`src/rtl/vga_sync_scanner.sv`:
```
`timescale 1ns / 1ps
`default_nettype none
// ============================================================================
// vga_sync_scanner : VGA raster scan address generator with pixel-aligned
//                    registered sync and colour outputs.      Revision: 1.0
// ============================================================================
module vga_sync_scanner #(
  parameter int CLK_DIV   = 2,
  parameter int H_VISIBLE = 640,
  parameter int H_FRONT   = 16,
  parameter int H_SYNC    = 96,
  parameter int H_BACK    = 42,
  parameter int V_VISIBLE = 480,
  parameter int V_FRONT   = 10,
  parameter int V_SYNC    = 2,
  parameter int V_BACK    = 31,
  parameter int COLOR_W   = 4
) (
  input  logic               Clk,
  input  logic               Rst_n,
  input  logic               Pixel,
  output logic [10:0]        Fila,
  output logic [10:0]        Columna,
  output logic               HSync,
  output logic               VSync,
  output logic [COLOR_W-1:0] Red,
  output logic [COLOR_W-1:0] Green,
  output logic [COLOR_W-1:0] Blue,
  output logic               Activo,
  output logic               FrameStart
);

  localparam int H_TOTAL  = H_VISIBLE + H_FRONT + H_SYNC + H_BACK;
  localparam int V_TOTAL  = V_VISIBLE + V_FRONT + V_SYNC + V_BACK;
  localparam int DIV_W    = (CLK_DIV > 1) ? $clog2(CLK_DIV) : 1;
  localparam int HS_START = H_VISIBLE + H_FRONT;
  localparam int HS_END   = HS_START + H_SYNC - 1;
  localparam int VS_START = V_VISIBLE + V_FRONT;
  localparam int VS_END   = VS_START + V_SYNC - 1;

  logic [DIV_W-1:0]   div_q, div_d;
  logic [10:0]        col_q, col_d;
  logic [10:0]        row_q, row_d;
  logic               hs_q, hs_d;
  logic               vs_q, vs_d;
  logic [COLOR_W-1:0] rgb_q, rgb_d;
  logic               act_q, act_d;
  logic               fs_q, fs_d;

  logic pix_tick;
  logic line_end;
  logic frame_end;
  logic vis;

  always_comb begin
    pix_tick  = (div_q == DIV_W'(CLK_DIV - 1));
    line_end  = (col_q == 11'(H_TOTAL - 1));
    frame_end = line_end && (row_q == 11'(V_TOTAL - 1));
    vis       = (col_q < 11'(H_VISIBLE)) && (row_q < 11'(V_VISIBLE));

    div_d = pix_tick ? '0 : div_q + DIV_W'(1);
    col_d = col_q;
    row_d = row_q;
    hs_d  = hs_q;
    vs_d  = vs_q;
    rgb_d = rgb_q;
    act_d = act_q;
    fs_d  = 1'b0;

    // Output stage is computed from the address the VRAM reader has been
    // looking at for the whole pixel period, so colour and sync stay aligned.
    if (pix_tick) begin
      col_d = line_end ? '0 : col_q + 11'd1;
      if (line_end) begin
        row_d = frame_end ? '0 : row_q + 11'd1;
      end
      hs_d  = !((col_q >= 11'(HS_START)) && (col_q <= 11'(HS_END)));
      vs_d  = !((row_q >= 11'(VS_START)) && (row_q <= 11'(VS_END)));
      act_d = vis;
      rgb_d = (vis && Pixel) ? '1 : '0;
      fs_d  = frame_end;
    end
  end

  always_ff @(posedge Clk) begin
    if (!Rst_n) begin
      div_q <= '0;
      col_q <= '0;
      row_q <= '0;
      hs_q  <= 1'b1;
      vs_q  <= 1'b1;
      rgb_q <= '0;
      act_q <= 1'b0;
      fs_q  <= 1'b0;
    end else begin
      div_q <= div_d;
      col_q <= col_d;
      row_q <= row_d;
      hs_q  <= hs_d;
      vs_q  <= vs_d;
      rgb_q <= rgb_d;
      act_q <= act_d;
      fs_q  <= fs_d;
    end
  end

  assign Fila       = row_q;
  assign Columna    = col_q;
  assign HSync      = hs_q;
  assign VSync      = vs_q;
  assign Red        = rgb_q;
  assign Green      = rgb_q;
  assign Blue       = rgb_q;
  assign Activo     = act_q;
  assign FrameStart = fs_q;

endmodule
`default_nettype wire
```
`config.mk`:
```
export PLATFORM = sky130hd
export DESIGN_NAME = vga_sync_scanner
export DESIGN_NICKNAME = d
export VERILOG_FILES = /design/src/rtl/vga_sync_scanner.sv
export SDC_FILE = /design/constraint.sdc
export NUM_CORES = 1
export LEC_CHECK = 0
export CORE_ASPECT_RATIO = 2
export CORE_MARGIN = 1.5
export CORE_UTILIZATION = 40
export DETAILED_ROUTE_END_ITERATION = 12
export PLACE_DENSITY = 0.68
export SLEW_MARGIN = 30
export SYNTH_ARGS = -nofsm -noshare
export SYNTH_HDL_FRONTEND = slang
export SYNTH_SLANG_ARGS = --single-unit
```
`constraint.sdc`:
```
create_clock -name Clk -period 4.8 [get_ports Clk]
set_clock_uncertainty 0.15 [all_clocks]
set_input_delay 1.44 -clock Clk [delete_from_list [all_inputs] [get_ports Clk]]
set_output_delay 1.44 -clock Clk [all_outputs]
set_load 0.05 [all_outputs]
```
======== Yosys cells after proc, flatten, opt, wreduce, memory -nomap -nowiden ========
Index checks and enable logic that the tools add are counted.
W data, S select, Z words.
word-level totals
  flip-flop bits (word level) ............. 31
  bits of input ports ..................... 3
  logic and storage cells ................. 33
operators by class
  $add $sub $neg .......................... 3
  magnitude comparators ................... 6
  equal/unequal tests ..................... 2
  mux-type cells .......................... 3
  bitwise operators ....................... 1
  reductions and logical operators ........ 10
operator list
  kind                     number
  $add A11 B1 Y11 const B  2
  $eq A11 B10 Y1 const B   2
  $mux W11                 2
  $ge A11 B10 Y1 const B   1
  $ge A11 B9 Y1 const B    1
  $le A11 B10 Y1 const B   1
  $le A11 B9 Y1 const B    1
  $lt A11 B10 Y1 const B   1
  $lt A11 B9 Y1 const B    1
  $logic_and A1 B1 Y1      5
  $mux W4                  1
  $reduce_and A2 Y1        2
  $logic_not A1 Y1         2
  $reduce_or A2 Y1         1
  $add A1 B1 Y1 const B    1
  $not A1 Y1               1

======== Longest topological paths before layout ========
  word-level depth ........................ 4
  gate-level depth with buffers ........... 7
  mapped depth without buffers ............ 6

======== Least setup slack after synthesis ========
Ideal clock, no wire load.
  kind .................................... flip-flop to output port
  start ................................... register Blue[2] (netlist name)
  end ..................................... output Blue[1]
  arrival time ............................ 1,104 ps
  data required time ...................... 3,210 ps
  path slack .............................. 2,106 ps
  stages on the path, launching flop included .. 2
  path buffers ............................ 1
  cell sequence ........................... dfxtp_1 -> buf_4
RTL lines
  element    line  RTL
  to (decl)  28    output logic [COLOR_W-1:0] Blue,

======== Worst setup path in the final report ========
  start ................................... register rgb_q[2], in the netlist Blue[2]
  end ..................................... output Red[2]
RTL lines
  element                 line  RTL
  from (decl)             46    logic [COLOR_W-1:0] rgb_q, rgb_d;
  from (signal assigned)  101   rgb_q <= rgb_d;
  to (decl)               26    output logic [COLOR_W-1:0] Red,
No word-level cell between the ends.

==> impl_results.md <==
- Status: finished, final reports clean
- Clock latency on the worst-skew pair: 0.28 ns
- Final core occ: roughly half
- Vias in the first global route: about 1,300
- Core Footprint: 0.00384 sq mm
- Layout cells sized above 1: under 10%
- Routability Congestion: a little under 0.9
- Area Growth Syn to Fin: 20.4%
- Top cell type's share of synthesized area: 35.2%
- Pwr/cell area: around 240 mW/mm^2
- Post-synth top area cell: dfxtp_1
- Arr. time, crit path: 1.71 ns
- Worst Hold Class: flop to flop
- Setup TNS: 0 ns
- Tmin final: 3.30 ns
- First-pass GRT wire length: 6390 microns
- Final Hold Viols: 0
- CP max FO: 13
- Iteration count of the initial detailed-routing pass: 4
- FP Rows: 32
- Number of buffers added on ports: 40
- CTS Buf Count: 3
- CP bufs+invs: 1
- Total power: 0.452 mW
- CP required: 3.21 ns
- Fill cell count: 394
- Clock-pin transition on the worst setup and hold timing paths: 0.09 ns
- Peak VDD IR: 0.000123 V
- Met2 GRT Util: 34.0%
- Routed WL per cell: between 15 and 20 microns
- Synth warnings: 0
- Most frequent cell after synthesis: dfxtp_1
- Crit path max-delay family: buffers and inverters
- Clock buffer depth: 2
- Antenna-violating nets left: 0
- Hold buffer count at CTS: 0
- Post-CTS Resized: 0
- Post-CTS Setup Inserts: 0
- Post-Route WL: 3880 microns
- Initial drt markers: 49
- Total grt overflow: 0
- Crit. End Element: output pin
- Max Cap Viol: 0
- Yosys reg bits: 28
- Post-detail-place hpwl: 2910 microns
- DR vias: roughly 1,400
- Cells along the critical path: clkdlybuf4s50_1
- Syn nets: around 180
- Fin area: 0.00192 sq mm
- EDFF count, synth: 0
- Post-DP Area: roughly 0.0019 sq mm
- Initial antenna violation count: 0
- Pins Over Slew Limit: 0
- FF-to-FF setup slack: 2.53 ns
- Setup CP Type: flop to output pin
- Initial Utilization: 41.5%
- CP max stage cell: clkdlybuf4s50_1
- Post-Synthesis Cell Area: approximately 0.0016 sq mm
- Vias/cell: 5.53
- DRC errors left: 0
- DIE WIDTH: 47.6 microns
- GR peak layer: met2
- Flip-flop and latch area: approximately 560 sq um
- Fin worst setup slack: 1.50 ns
- Critical path launch point type: flop
- Fin nets: 203
- Ports: between 40 and 50
- Worst-margin pin slew: between 0.5 and 0.6 ns
- FMAX: 303 MHz
- Tot GR Track Use: ~20%
- Multi-input gate area: 813 sq um
- Worst Setup Slack post-DPL: about 1.4 ns
- Clock root cell: clkbuf_8
- Syn Area/Cell: around 9.4 sq um
- Diode count: 0
- H-tree Lvls: 1
- CTS Sinks: 28
- Met1 GRT Util: a little under a quarter
- Pin count of the biggest net entering global routing: 16
- Met3 global-route usage: 1.77%
- Die height: 92.3 microns
- Tcrit/Tclk final: a little under 70%
- Slew HR: 62.6%
- Final setup vio count: 0
- Main area contributors after synthesis: dfxtp_1, buf_4, bufbuf_16
- CP max stage delay: 0.90 ns
- Synth top cells by count: dfxtp_1, nor2_1, buf_4, nand2_1, inv_1
- Unique masters post-synth: 46
- Mapped Cells: 169
- Clock tree from TritonCTS: done
- Leakage: 0.666 nW
- Ys flop type: dfxtp_1
- Post-synthesis async set-or-reset flop share: 0%
- Sequential element share of the synthesized area: 35.2%
- Total Die Area: 0.00440 sq mm
- RSZ-0062 raised after global routing: no
[cell usage in the layout (no fill, tap or decap), types with 5 or more instances in the layout]
cell / Yosys / final
nor2_1: 16 / 16
dfxtp_1: 28 / 28
nand3_1: 6 / 6
inv_1: 7 / 7
nand2_1: 10 / 10
xor2_1: 5 / 5
a31oi_1: 6 / 6
o21ai_0: 5 / 5
clkdlybuf4s50_1: 0 / 40
[cells by family after synthesis]
group	share of synthesized area [%]
buf+inv	13.8
fa+ha+maj	3.14
flops	35.2
compound gates	13.4
xor+xnor	4.94
simple gates	27.6
mux	1.88
[path summary, 6_finish.rpt]
check	start	end	depth (start not counted)
worst min register to register	Activo	Activo	1
worst max register to register	Columna[0]	Fila[7]	5
worst min-delay path	Activo	Activo	1
worst max-delay path	Blue[2]	Red[2]	1
[sequential cells by signal, summed over array words and instances (netlist names)]
name / count
Columna: 11
FrameStart: 1
HSync: 1
Fila: 11
Blue: 1
div_q: 1
Activo: 1
VSync: 1
[routing by layer]
metal,vias to the layer above,wire (microns)
li1,664,-
met1,647,1550
met2,41,2130
met3,8,118
met4,0,80
met5,-,0
[final cells by class]
type	count	share of cell area, %
clock buffers	4	2.87
flip-flops and latches	28	29.2
well taps	51	3.32
inverters	7	1.37
repair buffers	40	20.9
multi-input cells	116	42.4
[report_power, final]
part / switching [mW] / internal [mW]
logic: 0.0426 / 0.0208
registers: 0.00595 / 0.235
clock network: 0.0736 / 0.0735
[per-stage QoR]
step,cells,hold WS (ns)
after floorplan,169,0.464
after global placement,242,0.303
after detailed placement,242,0.294
after CTS,246,0.317
after global routing,246,0.343
final,246,0.313
Power figures use the tool's default switching activity.
